**src/rtl/mem_initiator.sv**
```systemverilog
// Burst memory initiator: issues write bursts with an incrementing data pattern
// and read bursts returned one beat at a time over a valid/ready response port.
module mem_initiator #(
  parameter int ADDR_W = 4,
  parameter int DATA_W = 8
) (
  input  logic              clk,
  input  logic              rst,
  input  logic              cmd_valid,
  output logic              cmd_ready,
  input  logic              cmd_wr,
  input  logic [ADDR_W-1:0] cmd_addr,
  input  logic [3:0]        cmd_len,
  input  logic [DATA_W-1:0] cmd_wdata,
  output logic              rsp_valid,
  input  logic              rsp_ready,
  output logic [DATA_W-1:0] rsp_data,
  output logic              rsp_last,
  output logic              mem_en,
  output logic              mem_wr_en,
  output logic [ADDR_W-1:0] mem_addr,
  output logic [DATA_W-1:0] mem_wdata,
  input  logic [DATA_W-1:0] mem_rdata,
  output logic              busy,
  output logic              done
);

  typedef enum logic [2:0] {
    IDLE,
    WRITE,
    RD_REQ,
    RD_WAIT,
    RSP
  } state_t;

  state_t state, state_nxt;

  logic [ADDR_W-1:0] addr_q;
  logic [3:0]        len_q;
  logic [3:0]        beat_q;
  logic [DATA_W-1:0] seed_q;
  logic [DATA_W-1:0] rdata_q;
  logic              done_q;

  logic              accept;
  logic              last_beat;
  logic [ADDR_W-1:0] beat_addr;
  logic [DATA_W-1:0] beat_data;

  assign accept    = cmd_valid && cmd_ready;
  assign last_beat = (beat_q == len_q);
  assign beat_addr = addr_q + ADDR_W'(beat_q);
  assign beat_data = seed_q + DATA_W'(beat_q);

  always_ff @(posedge clk) begin
    if (rst) begin
      state <= IDLE;
    end else begin
      state <= state_nxt;
    end
  end

  // Burst direction is carried by the state itself, so no separate direction flop.
  always_comb begin
    state_nxt = state;
    case (state)
      IDLE: begin
        if (accept) begin
          state_nxt = cmd_wr ? WRITE : RD_REQ;
        end
      end
      WRITE: begin
        if (last_beat) begin
          state_nxt = IDLE;
        end
      end
      RD_REQ:  state_nxt = RD_WAIT;
      RD_WAIT: state_nxt = RSP;
      RSP: begin
        if (rsp_ready) begin
          state_nxt = last_beat ? IDLE : RD_REQ;
        end
      end
      default: state_nxt = IDLE;
    endcase
  end

  always_ff @(posedge clk) begin
    if (rst) begin
      addr_q  <= '0;
      len_q   <= '0;
      seed_q  <= '0;
      beat_q  <= '0;
      rdata_q <= '0;
      done_q  <= 1'b0;
    end else begin
      done_q <= 1'b0;
      case (state)
        IDLE: begin
          if (accept) begin
            addr_q <= cmd_addr;
            len_q  <= cmd_len;
            seed_q <= cmd_wdata;
            beat_q <= '0;
          end
        end
        WRITE: begin
          if (last_beat) begin
            done_q <= 1'b1;
          end else begin
            beat_q <= beat_q + 4'd1;
          end
        end
        RD_WAIT: rdata_q <= mem_rdata;
        RSP: begin
          if (rsp_ready) begin
            if (last_beat) begin
              done_q <= 1'b1;
            end else begin
              beat_q <= beat_q + 4'd1;
            end
          end
        end
        default: ;
      endcase
    end
  end

  // Outputs are forced idle while rst is high, before the state register has
  // actually returned to IDLE.
  always_comb begin
    cmd_ready = 1'b0;
    mem_en    = 1'b0;
    mem_wr_en = 1'b0;
    mem_addr  = '0;
    mem_wdata = '0;
    rsp_valid = 1'b0;
    rsp_last  = 1'b0;
    rsp_data  = '0;
    busy      = 1'b0;
    done      = 1'b0;
    if (!rst) begin
      busy     = (state != IDLE);
      done     = done_q;
      rsp_data = rdata_q;
      case (state)
        IDLE: cmd_ready = 1'b1;
        WRITE: begin
          mem_en    = 1'b1;
          mem_wr_en = 1'b1;
          mem_addr  = beat_addr;
          mem_wdata = beat_data;
        end
        RD_REQ: begin
          mem_en   = 1'b1;
          mem_addr = beat_addr;
        end
        RSP: begin
          rsp_valid = 1'b1;
          rsp_last  = last_beat;
        end
        default: ;
      endcase
    end
  end

endmodule
```
**config.mk**
```make
export PLATFORM = sky130hd
export DESIGN_NAME = mem_initiator
export DESIGN_NICKNAME = d
export VERILOG_FILES = /design/src/rtl/mem_initiator.sv
export SDC_FILE = /design/constraint.sdc
export NUM_CORES = 1
export LEC_CHECK = 0
export CELL_PAD_IN_SITES_DETAIL_PLACEMENT = 1
export CELL_PAD_IN_SITES_GLOBAL_PLACEMENT = 1
export CORE_UTILIZATION = 34
export DETAILED_ROUTE_END_ITERATION = 7
export GPL_ROUTABILITY_DRIVEN = 1
export PLACE_DENSITY = 0.82
export SYNTH_ARGS = -nofsm -noshare
export SYNTH_HDL_FRONTEND = slang
export SYNTH_SLANG_ARGS = --single-unit
```
**constraint.sdc**
```tcl
create_clock -name clk -period 2.2 [get_ports clk]
set_input_delay 0.22 -clock clk [delete_from_list [all_inputs] [get_ports clk]]
set_output_delay 0.22 -clock clk [all_outputs]
set_load 0.02 [all_outputs]
```
==> results of run 1 <==
Yosys cell counts:
master,count,area [µm²]
nand2_1,39,146
dfxtp_1,32,641
nand3b_1,18,135
nor2_1,16,60.1
mux2i_1,11,110
xnor2_1,11,96.3
nor2b_1,10,62.6
a21oi_1,8,40.0
ha_1,8,100
a31oi_1,7,43.8
nand2b_1,7,43.8
buf_2,6,30.0
and2_1,5,31.3
inv_1,5,18.8
nor3_1,5,25.0
clkbuf_1,4,15.0
a21o_1,3,22.5
nand3_1,3,15.0
o21ai_0,3,15.0
or3_1,3,18.8
fa_1,2,40.0
nor4_2,2,25.0
a2111oi_0,1,8.76
a211o_1,1,8.76
a211oi_1,1,7.51
a221oi_1,1,8.76
and3_1,1,6.26
buf_1,1,3.75
buf_4,1,7.51
buf_6,1,11.3
inv_2,1,3.75
nand4_2,1,12.5
nor4_1,1,6.26
o2111ai_1,1,8.76
or2_2,1,6.26
or4b_1,1,10.0
xor2_1,1,8.76
power breakdown:
group          internal, mW  total (mW)  switching (mW)
Clock                 0.336       0.554           0.217
Combinational         0.159       0.319           0.160
Sequential            0.616       0.646          0.0306
Total                  1.11        1.52           0.408
metal layers:
metal / wire length (µm) / vias up / share of wire (%) / GRT usage, %
met3: 191 / 4 / 3.6 / 3.57
met2: 2830 / 42 / 53 / 35.6
met1: 2270 / 849 / 42 / 22.8
met4: 53 / 0 / 0.99 / 6.38
li1: - / 886 / - / -
met5: 0 / - / 0 / 0
area by class of cell:
type                            count  area [µm²]  share of cell area [%]
Clock inverter                      2        35.0                    1.32
Multi-Input combinational cell    172        1150                    43.2
Inverter                            6        22.5                   0.849
Tap cell                           70        87.6                    3.30
Sequential cell                    32         643                    24.2
Timing Repair Buffer               73         646                    24.3
Clock buffer                        6        72.6                    2.74
sequential cells by signal, summed over array words and instances (netlist names):
name,flops
beat_q,4
state,3
len_q,4
addr_q,4
seed_q,8
done_q,1
rdata_q,8
through the flow:
stage	worst slack, ns	utilization, %	TNS, ns	instances	cell area (µm²)
2_1_floorplan	0.160	-	0	223	1850
3_3_place_gp	-0.267	49.5	-2.03	353	2560
3_5_place_dp	-0.347	49.5	-2.67	353	2560
4_1_cts	0.00606	51.2	0	361	2650
5_1_grt	-0.0488	51.3	-0.116	361	2650
6_report	0.0711	51.3	0	361	2650
kinds of logic after synthesis:
group,count (synthesis)
AND/OR/NAND/NOR,113
AO/OA/AOI/OAI,26
multiplexers,11
flip-flops,32
XOR/XNOR,12
adder cells (fa/ha/maj),10
buffers and inverters,19
worst min-delay path: stages:
cell and delay (ns):
clkdlybuf4s50_1 0.40, nand2_1 0.06, nand2_1 0.04
what timing repair did:
action                     4_1_cts  5_1_grt
hold buffers                     0        0
gates cloned                     0        0
pin swaps                        1        6
gates resized for setup         28       17
setup endpoints to repair       17       18
how the worst max path moves through the flow:
stage / endpoint / startpoint
detailed placement: mem_wdata[7] / rst
finish: mem_wdata[6] / seed_q[0]
CTS: mem_wdata[6] / beat_q[0]
floorplan: mem_wdata[6] / beat_q[0]
global placement: mem_wdata[7] / rst
global route: mem_wdata[6] / seed_q[0]
==> results.ini, run 1 <==
[global_route]
grt_max_degree=30
antenna_found_initial=0
grt_pass1_vias=1844
gr-total-overflow=0
grt_util_all_layers_pct=19.5
grt_pass1_wl_um=8400

[layout]
antenna_cells=0
fillers=625
layout_commonest_cell=nand2_1
nets=329
final_cell_mix=nand2_1 (39), clkdlybuf4s50_1 (38), dfxtp_1 (30), nand3b_1 (18), buf_4 (18)
syn2layout_area_growth_pct=43.0
drive_gt1_share_pct=14.8

[worst_hold_path]
min_path_cells=3
hold_end=seed_q[6]
min-delay-start=cmd_wdata[6]
hp-class=in2reg

[routing]
drtIter0Drc=67
wl_um=5340
routed_via_density=4.93
drt-pass1-iter-count=4
postRouteAntennaNets=0
wl_per_cell_um=14.8
route.detailed.drc=0
num_vias=1781

[worst_setup_path]
critPathKind=reg2out
worstReg2RegEnd=beat_q[0]
crit_path_top_delay_cell=fa_2
crit_path_end_kind=primary output
crit_required_ns=1.98
cp_num_cells=7
critPathBufInv=1
reg2regPathDepth=6
rrSetupSlack_ns=0.57
crit_path_start_kind=register
critPathMaxStageDelay_ns=0.36
crit_fanout=3
cp_top_family=compound AO/OA/AOI/OAI gates
path_cells=ha_4 -> fa_2 -> a21o_1 -> a21oi_2 -> o21ai_1 -> a21oi_1 -> buf_4
reg2reg_from=beat_q[1]
worst-endpoint-arrival_ns=1.91

[clock_network]
clock_path_buffers=2
cts.sinks=32
cts_tree=yes
insertion_delay_ns=0.28
cts_buffers=5
htreeDepth=2
cts_setup_buffers=0
clkTransAtPathRegs_ns=0.07
clockRootBuffer=clkbuf_8

[die]
die_h_um=75.9
ios=56
die_area_mm2=0.00575
core_area_mm2=0.00517
rows=26
start_util_pct=35.8
dieWidth_um=75.9

[logic_synthesis]
yosysUniqueCellTypes=37
synth-simple-area-share_pct=32.6
ys_seq_area_share_pct=34.5
synth_fp_nets=262
synthAdderAreaFrac_pct=7.56
yosysWarnings=0
syn_area_mm2=0.00185
synthCells=223
muxShareOfSynthArea_pct=5.94
synthXorXnorAreaFrac_pct=5.67
synth_top_family_by_area=simple AND/OR/NAND/NOR gates
synth.avg_cell_area_um2=8.32
synth_compound_area_share_pct=8.84
synth.ff_latch_count=32

[timing]
tightest_slew_ns=0.497
skew_ns=0.0124
relSlewSlack_pct=66.7
rsz0062_at_grt=yes
period_share_pct=96.8
hold_violations=0
fin_crit_ns=2.13
max_freq_mhz=470
setup_viol=0
fin_hold_ws_ns=0.475
maxSlewViolCount=0

[job]
cap_viol_max_count=0

[place]
hpwl_um=3860
io_buffers=55
gp_congestion=0.758

[power]
ir_worst_vdd_uv=446
totalPowerFinal_mw=1.52
power.density_mw_per_mm2=573
total_leakage_power_nw=1.21

[status]
status=complete, no violations

(Power assumes the default switching activity.)
==> run 2, diff against run 1 <==
- CORE_MARGIN: default -> 3
- TNS_END_PERCENT: default -> 50
==> run 2 against run 1 <==
  * First-iteration DRC count stayed put
  * Die area is 11% higher
  * Via count is 4.1% higher
  * Sequential share of layout area is 0.44 points lower
==> results.ini, run 2 (synthesized netlist as in run 1, its figures left out) <==
[status]
status=complete, no violations

[routing]
route.detailed.drc=0
postRouteAntennaNets=0
drt-pass1-iter-count=4
wl_per_cell_um=15.8
num_vias=1854
wl_um=5750
drtIter0Drc=67
routed_via_density=5.09

[worst_setup_path]
critPathMaxStageDelay_ns=0.36
worst-endpoint-arrival_ns=1.95
crit_path_top_delay_cell=dfxtp_4
path_cells=buf_4 -> buf_4 -> ha_1 -> a21o_1 -> a21oi_2 -> xnor2_1 -> nor2_1 -> buf_4
crit_required_ns=1.98
crit_fanout=6
critPathKind=reg2out
critPathMostFrequentCell=buf_4
crit_path_start_kind=register
crit_path_end_kind=primary output
critPathBufInv=3
cp_top_family=buffers and inverters

[die]
ios=56
dieWidth_um=79.9
core_area_mm2=0.00520
die_h_um=79.9
die_area_mm2=0.00638
rows=26
start_util_pct=35.6

[global_route]
grt_pass1_wl_um=9150
grt_pass1_vias=1957
grt_max_degree=46
gr-total-overflow=0
antenna_found_initial=0
grt_util_all_layers_pct=18.5

[timing]
maxSlewViolCount=0
tns_ns=0
rsz0062_at_grt=yes
tightest_slew_ns=0.442
period_share_pct=98.6
fin_crit_ns=2.17
skew_ns=0.00998
relSlewSlack_pct=70.3
setup_slack_ns=0.0307
max_freq_mhz=461
setup_viol=0
hold_violations=0

[worst_hold_path]
hp-class=in2reg

[place]
gp_congestion=0.760
hpwl_um=4090
dp_cells=357
pre_cts_slack_ns=-0.320
io_buffers=55

[layout]
final_cell_mix=nand2_1 (39), clkdlybuf4s50_1 (38), dfxtp_1 (29), buf_4 (26), nand3b_1 (18)
reg_top3=rdata_q: 8 flops, seed_q: 8 flops
syn2layout_area_growth_pct=46.6
nets=333
instances_no_fill=364
drive_gt1_share_pct=18.7
final_util_pct=52.2
antenna_cells=0
layout_commonest_cell=nand2_1

[clock_network]
clkTransAtPathRegs_ns=0.07
cts.sinks=32
clock_path_buffers=2
clockRootBuffer=clkbuf_8
cts_setup_buffers=0
insertion_delay_ns=0.29
cts_buffers=5
htreeDepth=2
cts_tree=yes

[power]
total_leakage_power_nw=1.25
totalPowerFinal_mw=1.48
ir_worst_vdd_uv=253
power.density_mw_per_mm2=544

[job]
cap_viol_max_count=0

[run 2: cell count changes in the layout (fill, tap and decap cells not counted), sizes merged]
cell / delta
dlymetal6s2s: +1
dlygate4sd2: -2
clkinv: -1
clkbuf: -3
buf: +10
clkdlybuf4s15: -1
bufinv: -1
[run 2: power breakdown]
part	leakage (nW)	internal, mW	total, mW	switching (mW)
clock	0.0503	0.279	0.500	0.221
sequential	0.263	0.615	0.643	0.0286
combinational	0.937	0.167	0.334	0.167
[run 2: worst paths after layout]
check	depth (start not counted)	slack [ns]	to	from
worst min-delay path	3	0.46	seed_q[7]	cmd_wdata[7]
worst max-delay path	8	0.03	mem_addr[3]	beat_q[1]
worst min register to register	2	0.48	addr_q[0]	addr_q[0]
worst max register to register	7	0.49	beat_q[2]	beat_q[1]
[run 2: routing by layer]
metal	share of wire, %	wire length, µm	vias to the layer above	GRT usage, %
met5	0	0	-	0
met4	2.7	157	0	9.12
met3	3.7	214	17	4.29
met2	53	3040	45	33.6
met1	41	2340	898	19.9
li1	-	-	894	-
[run 2: metrics by stage]
| step | hold WS (ns) | cell area, µm² |
|---|---|---|
| floorplan | 0.319 | 1850 |
| global route | 0.481 | 2720 |
| global placement | 0.466 | 2590 |
| CTS | 0.466 | 2690 |
| finish | 0.461 | 2720 |
| detailed placement | 0.472 | 2590 |
[run 2: what timing repair did]
item,in CTS,in global routing
hold endpoints to repair,0,0
endpoints found under the setup margin,16,7
pin swaps,1,5
gates resized for setup,44,14
hold buffers,0,0
[run 2: cell type report]
type	count	area, µm²
inverters	6	22.5
repair buffers	77	681
fillers	626	2490
multi-input cells	172	1180
well taps	70	87.6
flip-flops and latches	32	647
clock buffers	7	96.3
[run 2: tightest hold or removal path, stage by stage]
cell,delay [ns]
clkdlybuf4s50_1,0.39
nand2_1,0.06
nand2_1,0.04
